[config.mk]
export PLATFORM = sky130hd
export DESIGN_NAME = chip_order_sequencer
export DESIGN_NICKNAME = d
export VERILOG_FILES = /design/src/rtl/chip_pkg.sv /design/src/rtl/seq_cycle_timer.sv /design/src/rtl/chip_order_sequencer.sv
export SDC_FILE = /design/constraint.sdc
export NUM_CORES = 1
export LEC_CHECK = 0
export CAP_MARGIN = 15
export CORE_UTILIZATION = 40
export CTS_CLUSTER_DIAMETER = 60
export CTS_CLUSTER_SIZE = 40
export DETAILED_ROUTE_END_ITERATION = 6
export SETUP_SLACK_MARGIN = 0.15
export SLEW_MARGIN = 20
export SYNTH_ARGS = -nofsm -noshare
export SYNTH_HDL_FRONTEND = slang
export SYNTH_SLANG_ARGS = --single-unit
[constraint.sdc]
create_clock -name clk -period 3.1 [get_ports clk]
set_clock_uncertainty 0.05 [all_clocks]
set_input_delay 0.775 -clock clk [delete_from_list [all_inputs] [get_ports clk]]
set_output_delay 0.775 -clock clk [all_outputs]
set_load 0.02 [all_outputs]
[src/rtl/chip_pkg.sv]
// Shared colour codes and sequencer state encoding for the chip dispenser path.
package chip_pkg;

  localparam logic [1:0] COL_RED   = 2'b00;
  localparam logic [1:0] COL_GREEN = 2'b01;
  localparam logic [1:0] COL_BLUE  = 2'b10;
  localparam logic [1:0] COL_NONE  = 2'b11;

  typedef enum logic [2:0] {
    IDLE,
    SELECT,
    ARM,
    ISSUE,
    WAIT
  } seq_state_e;

  // Colour priority is fixed: red first, then green, then blue.
  function automatic logic [1:0] first_colour(input logic red_nz,
                                              input logic green_nz,
                                              input logic blue_nz);
    if (red_nz)   return COL_RED;
    if (green_nz) return COL_GREEN;
    if (blue_nz)  return COL_BLUE;
    return COL_NONE;
  endfunction

endpackage

[src/rtl/seq_cycle_timer.sv]
// Saturating cycle counter with synchronous clear; flags when the count reaches a limit.
module seq_cycle_timer #(
  parameter int unsigned TIMER_W = 27
) (
  input  logic               clk,
  input  logic               rst_n,
  input  logic               clear_i,
  input  logic               enable_i,
  input  logic [TIMER_W-1:0] limit_i,
  output logic               reached_o
);

  logic [TIMER_W-1:0] count_q, count_d;

  always_comb begin
    count_d = count_q;
    if (clear_i) begin
      count_d = '0;
    end else if (enable_i && (count_q != '1)) begin
      count_d = count_q + TIMER_W'(1);
    end
  end

  always_ff @(posedge clk or negedge rst_n) begin
    if (!rst_n) begin
      count_q <= '0;
    end else begin
      count_q <= count_d;
    end
  end

  assign reached_o = (count_q >= limit_i);

endmodule

[src/rtl/chip_order_sequencer.sv]
// Turns one red/green/blue chip order into single-chip requests for the dispenser,
// re-arming it between chips and reporting done, timeout and abort status.
module chip_order_sequencer
  import chip_pkg::*;
#(
  parameter int unsigned COUNT_W        = 4,
  parameter int unsigned ARM_CYCLES     = 2,
  parameter int unsigned TIMEOUT_CYCLES = 100_000_000,
  parameter int unsigned TIMER_W        = 27
) (
  input  logic               clk,
  input  logic               rst_n,
  input  logic               order_valid_i,
  output logic               order_ready_o,
  input  logic [COUNT_W-1:0] order_red_i,
  input  logic [COUNT_W-1:0] order_green_i,
  input  logic [COUNT_W-1:0] order_blue_i,
  input  logic               abort_i,
  input  logic               complete_i,
  output logic [1:0]         dispense_o,
  output logic               start_o,
  output logic               busy_o,
  output logic               order_done_o,
  output logic               fault_o,
  output logic [COUNT_W+1:0] chips_left_o
);

  localparam int unsigned          LEFT_W    = COUNT_W + 2;
  localparam logic [TIMER_W-1:0]   ARM_LIMIT = TIMER_W'(ARM_CYCLES - 1);
  localparam logic [TIMER_W-1:0]   TO_LIMIT  = TIMER_W'(TIMEOUT_CYCLES - 1);

  seq_state_e          state_q, state_d;
  logic [COUNT_W-1:0]  red_q, red_d, green_q, green_d, blue_q, blue_d;
  logic [1:0]          sel_q, sel_d;
  logic [LEFT_W-1:0]   chips_q, chips_d;
  logic                fault_q, fault_d;
  logic                complete_q;
  logic [1:0]          dispense_q, dispense_d;
  logic                start_q, start_d;
  logic                busy_q, busy_d;
  logic                ready_q, ready_d;
  logic                done_q, done_d;

  logic                accept, done_edge, counts_zero, timer_reached;
  logic                wait_done, timed_out;

  assign accept      = (state_q == IDLE) && order_valid_i && ready_q;
  assign done_edge   = complete_i && !complete_q;
  assign counts_zero = (red_q == '0) && (green_q == '0) && (blue_q == '0);
  assign wait_done   = (state_q == WAIT) && !abort_i && done_edge;
  assign timed_out   = (state_q == WAIT) && !abort_i && !done_edge && timer_reached;

  seq_cycle_timer #(.TIMER_W(TIMER_W)) u_timer (
    .clk      (clk),
    .rst_n    (rst_n),
    .clear_i  (!((state_q == ARM) || (state_q == WAIT))),
    .enable_i ((state_q == ARM) || (state_q == WAIT)),
    .limit_i  ((state_q == ARM) ? ARM_LIMIT : TO_LIMIT),
    .reached_o(timer_reached)
  );

  always_ff @(posedge clk or negedge rst_n) begin
    if (!rst_n) begin
      state_q <= IDLE;
    end else begin
      state_q <= state_d;
    end
  end

  always_comb begin
    state_d = state_q;
    if ((state_q != IDLE) && abort_i) begin
      state_d = IDLE;
    end else begin
      case (state_q)
        IDLE:    if (accept) state_d = SELECT;
        SELECT:  state_d = counts_zero ? IDLE : ARM;
        ARM:     if (timer_reached) state_d = ISSUE;
        ISSUE:   state_d = WAIT;
        WAIT: begin
          if (done_edge)          state_d = SELECT;
          else if (timer_reached) state_d = IDLE;
        end
        default: state_d = IDLE;
      endcase
    end
  end

  // Dispense holds its colour through SELECT so the NONE gap is exactly the ARM hold.
  always_comb begin
    dispense_d = dispense_q;
    start_d    = start_q;
    case (state_d)
      IDLE: begin
        dispense_d = COL_NONE;
        start_d    = 1'b0;
      end
      SELECT:  start_d = 1'b0;
      ARM: begin
        dispense_d = COL_NONE;
        start_d    = 1'b0;
      end
      ISSUE, WAIT: begin
        dispense_d = sel_q;
        start_d    = 1'b1;
      end
      default: begin
        dispense_d = COL_NONE;
        start_d    = 1'b0;
      end
    endcase
    busy_d  = (state_d != IDLE);
    ready_d = (state_d == IDLE);
    done_d  = (state_q == SELECT) && !abort_i && counts_zero;
  end

  always_comb begin
    red_d   = red_q;
    green_d = green_q;
    blue_d  = blue_q;
    sel_d   = sel_q;
    chips_d = chips_q;
    fault_d = fault_q;
    if (accept) begin
      red_d   = order_red_i;
      green_d = order_green_i;
      blue_d  = order_blue_i;
      chips_d = LEFT_W'(order_red_i) + LEFT_W'(order_green_i) + LEFT_W'(order_blue_i);
      fault_d = 1'b0;
    end
    if (state_q == SELECT) begin
      sel_d = first_colour(red_q != '0, green_q != '0, blue_q != '0);
    end
    if (wait_done) begin
      case (sel_q)
        COL_RED:   if (red_q   != '0) red_d   = red_q   - COUNT_W'(1);
        COL_GREEN: if (green_q != '0) green_d = green_q - COUNT_W'(1);
        COL_BLUE:  if (blue_q  != '0) blue_d  = blue_q  - COUNT_W'(1);
        default:   ;
      endcase
      if (chips_q != '0) chips_d = chips_q - LEFT_W'(1);
    end
    if (timed_out) begin
      fault_d = 1'b1;
    end
  end

  always_ff @(posedge clk or negedge rst_n) begin
    if (!rst_n) begin
      red_q      <= '0;
      green_q    <= '0;
      blue_q     <= '0;
      sel_q      <= COL_NONE;
      chips_q    <= '0;
      fault_q    <= 1'b0;
      complete_q <= 1'b0;
      dispense_q <= COL_NONE;
      start_q    <= 1'b0;
      busy_q     <= 1'b0;
      ready_q    <= 1'b1;
      done_q     <= 1'b0;
    end else begin
      red_q      <= red_d;
      green_q    <= green_d;
      blue_q     <= blue_d;
      sel_q      <= sel_d;
      chips_q    <= chips_d;
      fault_q    <= fault_d;
      complete_q <= complete_i;
      dispense_q <= dispense_d;
      start_q    <= start_d;
      busy_q     <= busy_d;
      ready_q    <= ready_d;
      done_q     <= done_d;
    end
  end

  assign order_ready_o = ready_q;
  assign dispense_o    = dispense_q;
  assign start_o       = start_q;
  assign busy_o        = busy_q;
  assign order_done_o  = done_q;
  assign fault_o       = fault_q;
  assign chips_left_o  = chips_q;

endmodule

==> flow_summary.toml <==
[synthesis]
synth_compound_area_frac = 0.1418
syn_inst = 399
synthTopCellsByArea = "dfrtp_1 36%, ha_1 9.1%, xnor2_1 5.0%"
ys_ff_latch = 58
synth_top_family_by_area = "simple AND/OR/NAND/NOR gates"
synth_edf_count = 0
syn_nets = 448
netlist_area_um2 = 3714
ys.flop_type = "dfrtp_1"
ys_top_cells_by_count = "53 x dfrtp_1, 38 x nor2_1, 31 x inv_1, 30 x nand2_1, 27 x ha_1"
yosysTopAreaCell = "dfrtp_1"
ys_seq_area_frac = 0.3925
avgSynthCellArea_um2 = 9.307
yosysMostFrequentCell = "dfrtp_1"
synth_simple_gate_area_frac = 0.2409
yosysTopAreaCellShare = 0.3571
async_flop_share = 1.000
synthMuxAreaShare = 0.01280
synth_adder_area_share = 0.1179
synth_xor_area_frac = 0.05425
yosys_warnings = 0
ys_types = 63

[routing]
wl_um = 8263
routed-via-count = 3045
wl_met2_um = 3750
drc_errors = 2
antenna_left = 0
routedWlPerCell_um = 14.83
met1_length_um = 4097
dr.pass1.iters = 7
dr.first_iter.drc_count = 147
maxUsedRoutingLayer = "met4"
wl_met3_um = 298
avgViaCountPerCell = 5.467

[critical_path]
rrSetupSlack_ns = 0.39
worstSetupPathType = "reg -> reg"
r2r_end = "dispense_o[0]$_DFFE_PN1P_"
cp-end-kind = "flip-flop"
reg2reg_depth = 12
worst_ep_arrival_time_ns = 2.92
startpoint_type = "flip-flop"
crit_path_max_fanout = 19
required_ns = 3.31
rr_startpoint = "state_q[2]$_DFF_PN0_"

[floorplanning]
die_w_um = 98.36
die_area_um2 = 9674
die_height_um = 98.36
start_util = 0.4197
core_um2 = 8848
io_pins = 30
num_rows = 34

[placed_design]
place_ws_ns = 0.09592
hpwl_um = 6041
io_buffers = 29
gp_congestion = 0.8042
placedInstanceArea_um2 = 4198

[sta]
slew_headroom = 0.2559
fin_tns_setup_ns = 0
fin_crit_ns = 2.714
finalHoldViolCount = 0
max_slew.worst_pin.slew_ns = 1.116
rsz0062_at_grt = "no"
fin_crit_sh = 0.8756
finalSetupViolCount = 0
setup_slack_ns = 0.3857
maxSlewViolCount = 0
max_freq_ghz = 0.3684

[power]
p_switching_mw = 1.068
p_per_area_nw_per_um2 = 642.1
max-vdd-ir-drop_mv = 0.2543
p_total_mw = 2.817
power_frac_comb = 0.393
switching_share = 0.3789
p_seq_frac = 0.386
clkPwrFrac = 0.221
internal-power_mw = 1.750
leakagePower_nw = 1.845

[finish]
antenna_cells = 0
design_area_um2 = 4388
layout.nets = 493
fin_util = 0.4959
fill_cells = 819
drive_gt1_frac = 0.1136
areaGrowthSynthToFinish_pct = 18.16

[clocking]
clk_pin_slew_ns = 0.07
cts_buffers = 9
cts_root_buf = "clkbuf_8"
ctsHoldBuffers = 0
clock_sinks = 58
htree_levels = 3
insertion_delay_ns = 0.34
cts_max_path_buffers = 2
cts_tree = "yes"

[status]
violations = "design-rule violations"
outcome = "complete, but fails checks"

[global_route]
overflow = 0
grt_usage = 0.1863
grt_pass1_wl_um = 14350
antenna_found_initial = 0
grt_start_max_net_pins = 36
grt_pass1_vias = 2979

[worst_hold_path]
hold-path-cell-count = 2
hp-start = "fault_o$_DFFE_PN0P_"
holdPathEnd = "fault_o$_DFFE_PN0P_"
worst_hold_path_type = "reg -> reg"

[run]
drv_cap = 0
[cell families after synthesis]
group / count (synthesis)
adders and majority gates: 32
muxes: 4
and+or+nand+nor: 163
buffers and inverters: 38
DFF: 58
AOI/OAI and AO/OA: 81
xor gates and xnor gates: 23
[critical path, stage by stage (launching register included)]
cell	delay (ns)
dfrtp_2	0.42
nor2_4	0.13
nand2_1	0.11
inv_1	0.12
buf_12	0.16
ha_1	0.25
a21oi_1	0.15
o21ai_0	0.11
a221oi_1	0.30
buf_4	0.18
nand3_1	0.10
o211a_1	0.28
o32a_1	0.29
[per-layer routing]
metal / GRT usage / vias up
met5: 0 / -
li1: - / 1528
met3: 0.03579 / 10
met1: 0.2634 / 1453
met4: 0.07233 / 0
met2: 0.2817 / 54
[repair_timing]
action / CTS / global route
gates resized for setup: 0 / 4
setup buffers: 0 / 1
endpoints found under the setup margin: 0 / 5
[worst max path at each step]
stage	startpoint	endpoint	slack, ns	cells after the start
4_1_cts	state_q[2]$_DFF_PN0_	dispense_o[0]$_DFFE_PN1P_	0.19	11
3_3_place_gp	order_red_i[1]	chips_left_o[5]$_DFF_PN0_	0.16	8
2_1_floorplan	state_q[2]$_DFF_PN0_	dispense_o[0]$_DFFE_PN1P_	0.32	10
3_5_place_dp	order_red_i[0]	chips_left_o[5]$_DFF_PN0_	0.1	10
6_report	state_q[2]$_DFF_PN0_	dispense_o[0]$_DFFE_PN1P_	0.39	12
5_1_grt	state_q[2]$_DFF_PN0_	dispense_o[1]$_DFFE_PN1P_	0.19	12
[registers in the layout (all words and copies together) (netlist names)]
signal / count
u_timer.count_q: 27
fault_o: 1
order_done_o: 1
chips_left_o: 6
sel_q: 2
order_ready_o: 1
dispense_o: 2
blue_q: 4
state_q: 3
green_q: 4
start_o: 1
complete_q: 1
red_q: 4
busy_o: 1
[stage by stage]
| stage | hold WS, ns | cells |
|---|---|---|
| 2_1_floorplan | 0.4229 | 399 |
| 3_3_place_gp | 0.4207 | 540 |
| 5_1_grt | 0.4753 | 557 |
| 4_1_cts | 0.4444 | 556 |
| 6_report | 0.4338 | 557 |
| 3_5_place_dp | 0.4267 | 540 |
[cell type report]
cell class,count,area (um2),share of cell area
multi-input cells,303,2116,0.4822
well taps,108,135.1,0.03080
clock inverters,3,15.01,0.003422
clock buffers,13,158.9,0.03621
flip-flops and latches,58,1459,0.3325
repair buffers,41,387.9,0.08839
inverters,31,116.4,0.02652
[power groups by stage]
stage | clock, mW | combinational, mW | sequential [mW]
2_1_floorplan | 0 | 0.647 | 1.15
3_3_place_gp | 0 | 1.08 | 1.09
3_5_place_dp | 0 | 1.10 | 1.10
4_1_cts | 0.645 | 1.11 | 1.09
5_1_grt | 0.677 | 1.25 | 1.12
6_report | 0.622 | 1.11 | 1.09
[cells in the final DEF (no fill, tap or decap), types with 5 or more instances in the layout]
master / netlist / routed
clkdlybuf4s50_1: 0 / 28
a211oi_1: 6 / 6
a21oi_1: 26 / 26
or3_1: 5 / 5
and3_1: 5 / 5
o21ai_0: 21 / 20
nand4_1: 7 / 7
nand3_1: 15 / 15
xnor2_1: 21 / 21
fa_1: 5 / 5
nor2_1: 38 / 37
dfrtp_1: 53 / 52
nand2_1: 30 / 30
dfstp_2: 5 / 5
clkbuf_8: 0 / 11
nand2b_1: 5 / 5
ha_1: 27 / 27
nor2b_1: 6 / 6
nor4_1: 5 / 5
inv_1: 31 / 31
nor3_1: 18 / 18
buf_4: 1 / 11
(Power assumes the default switching activity.)
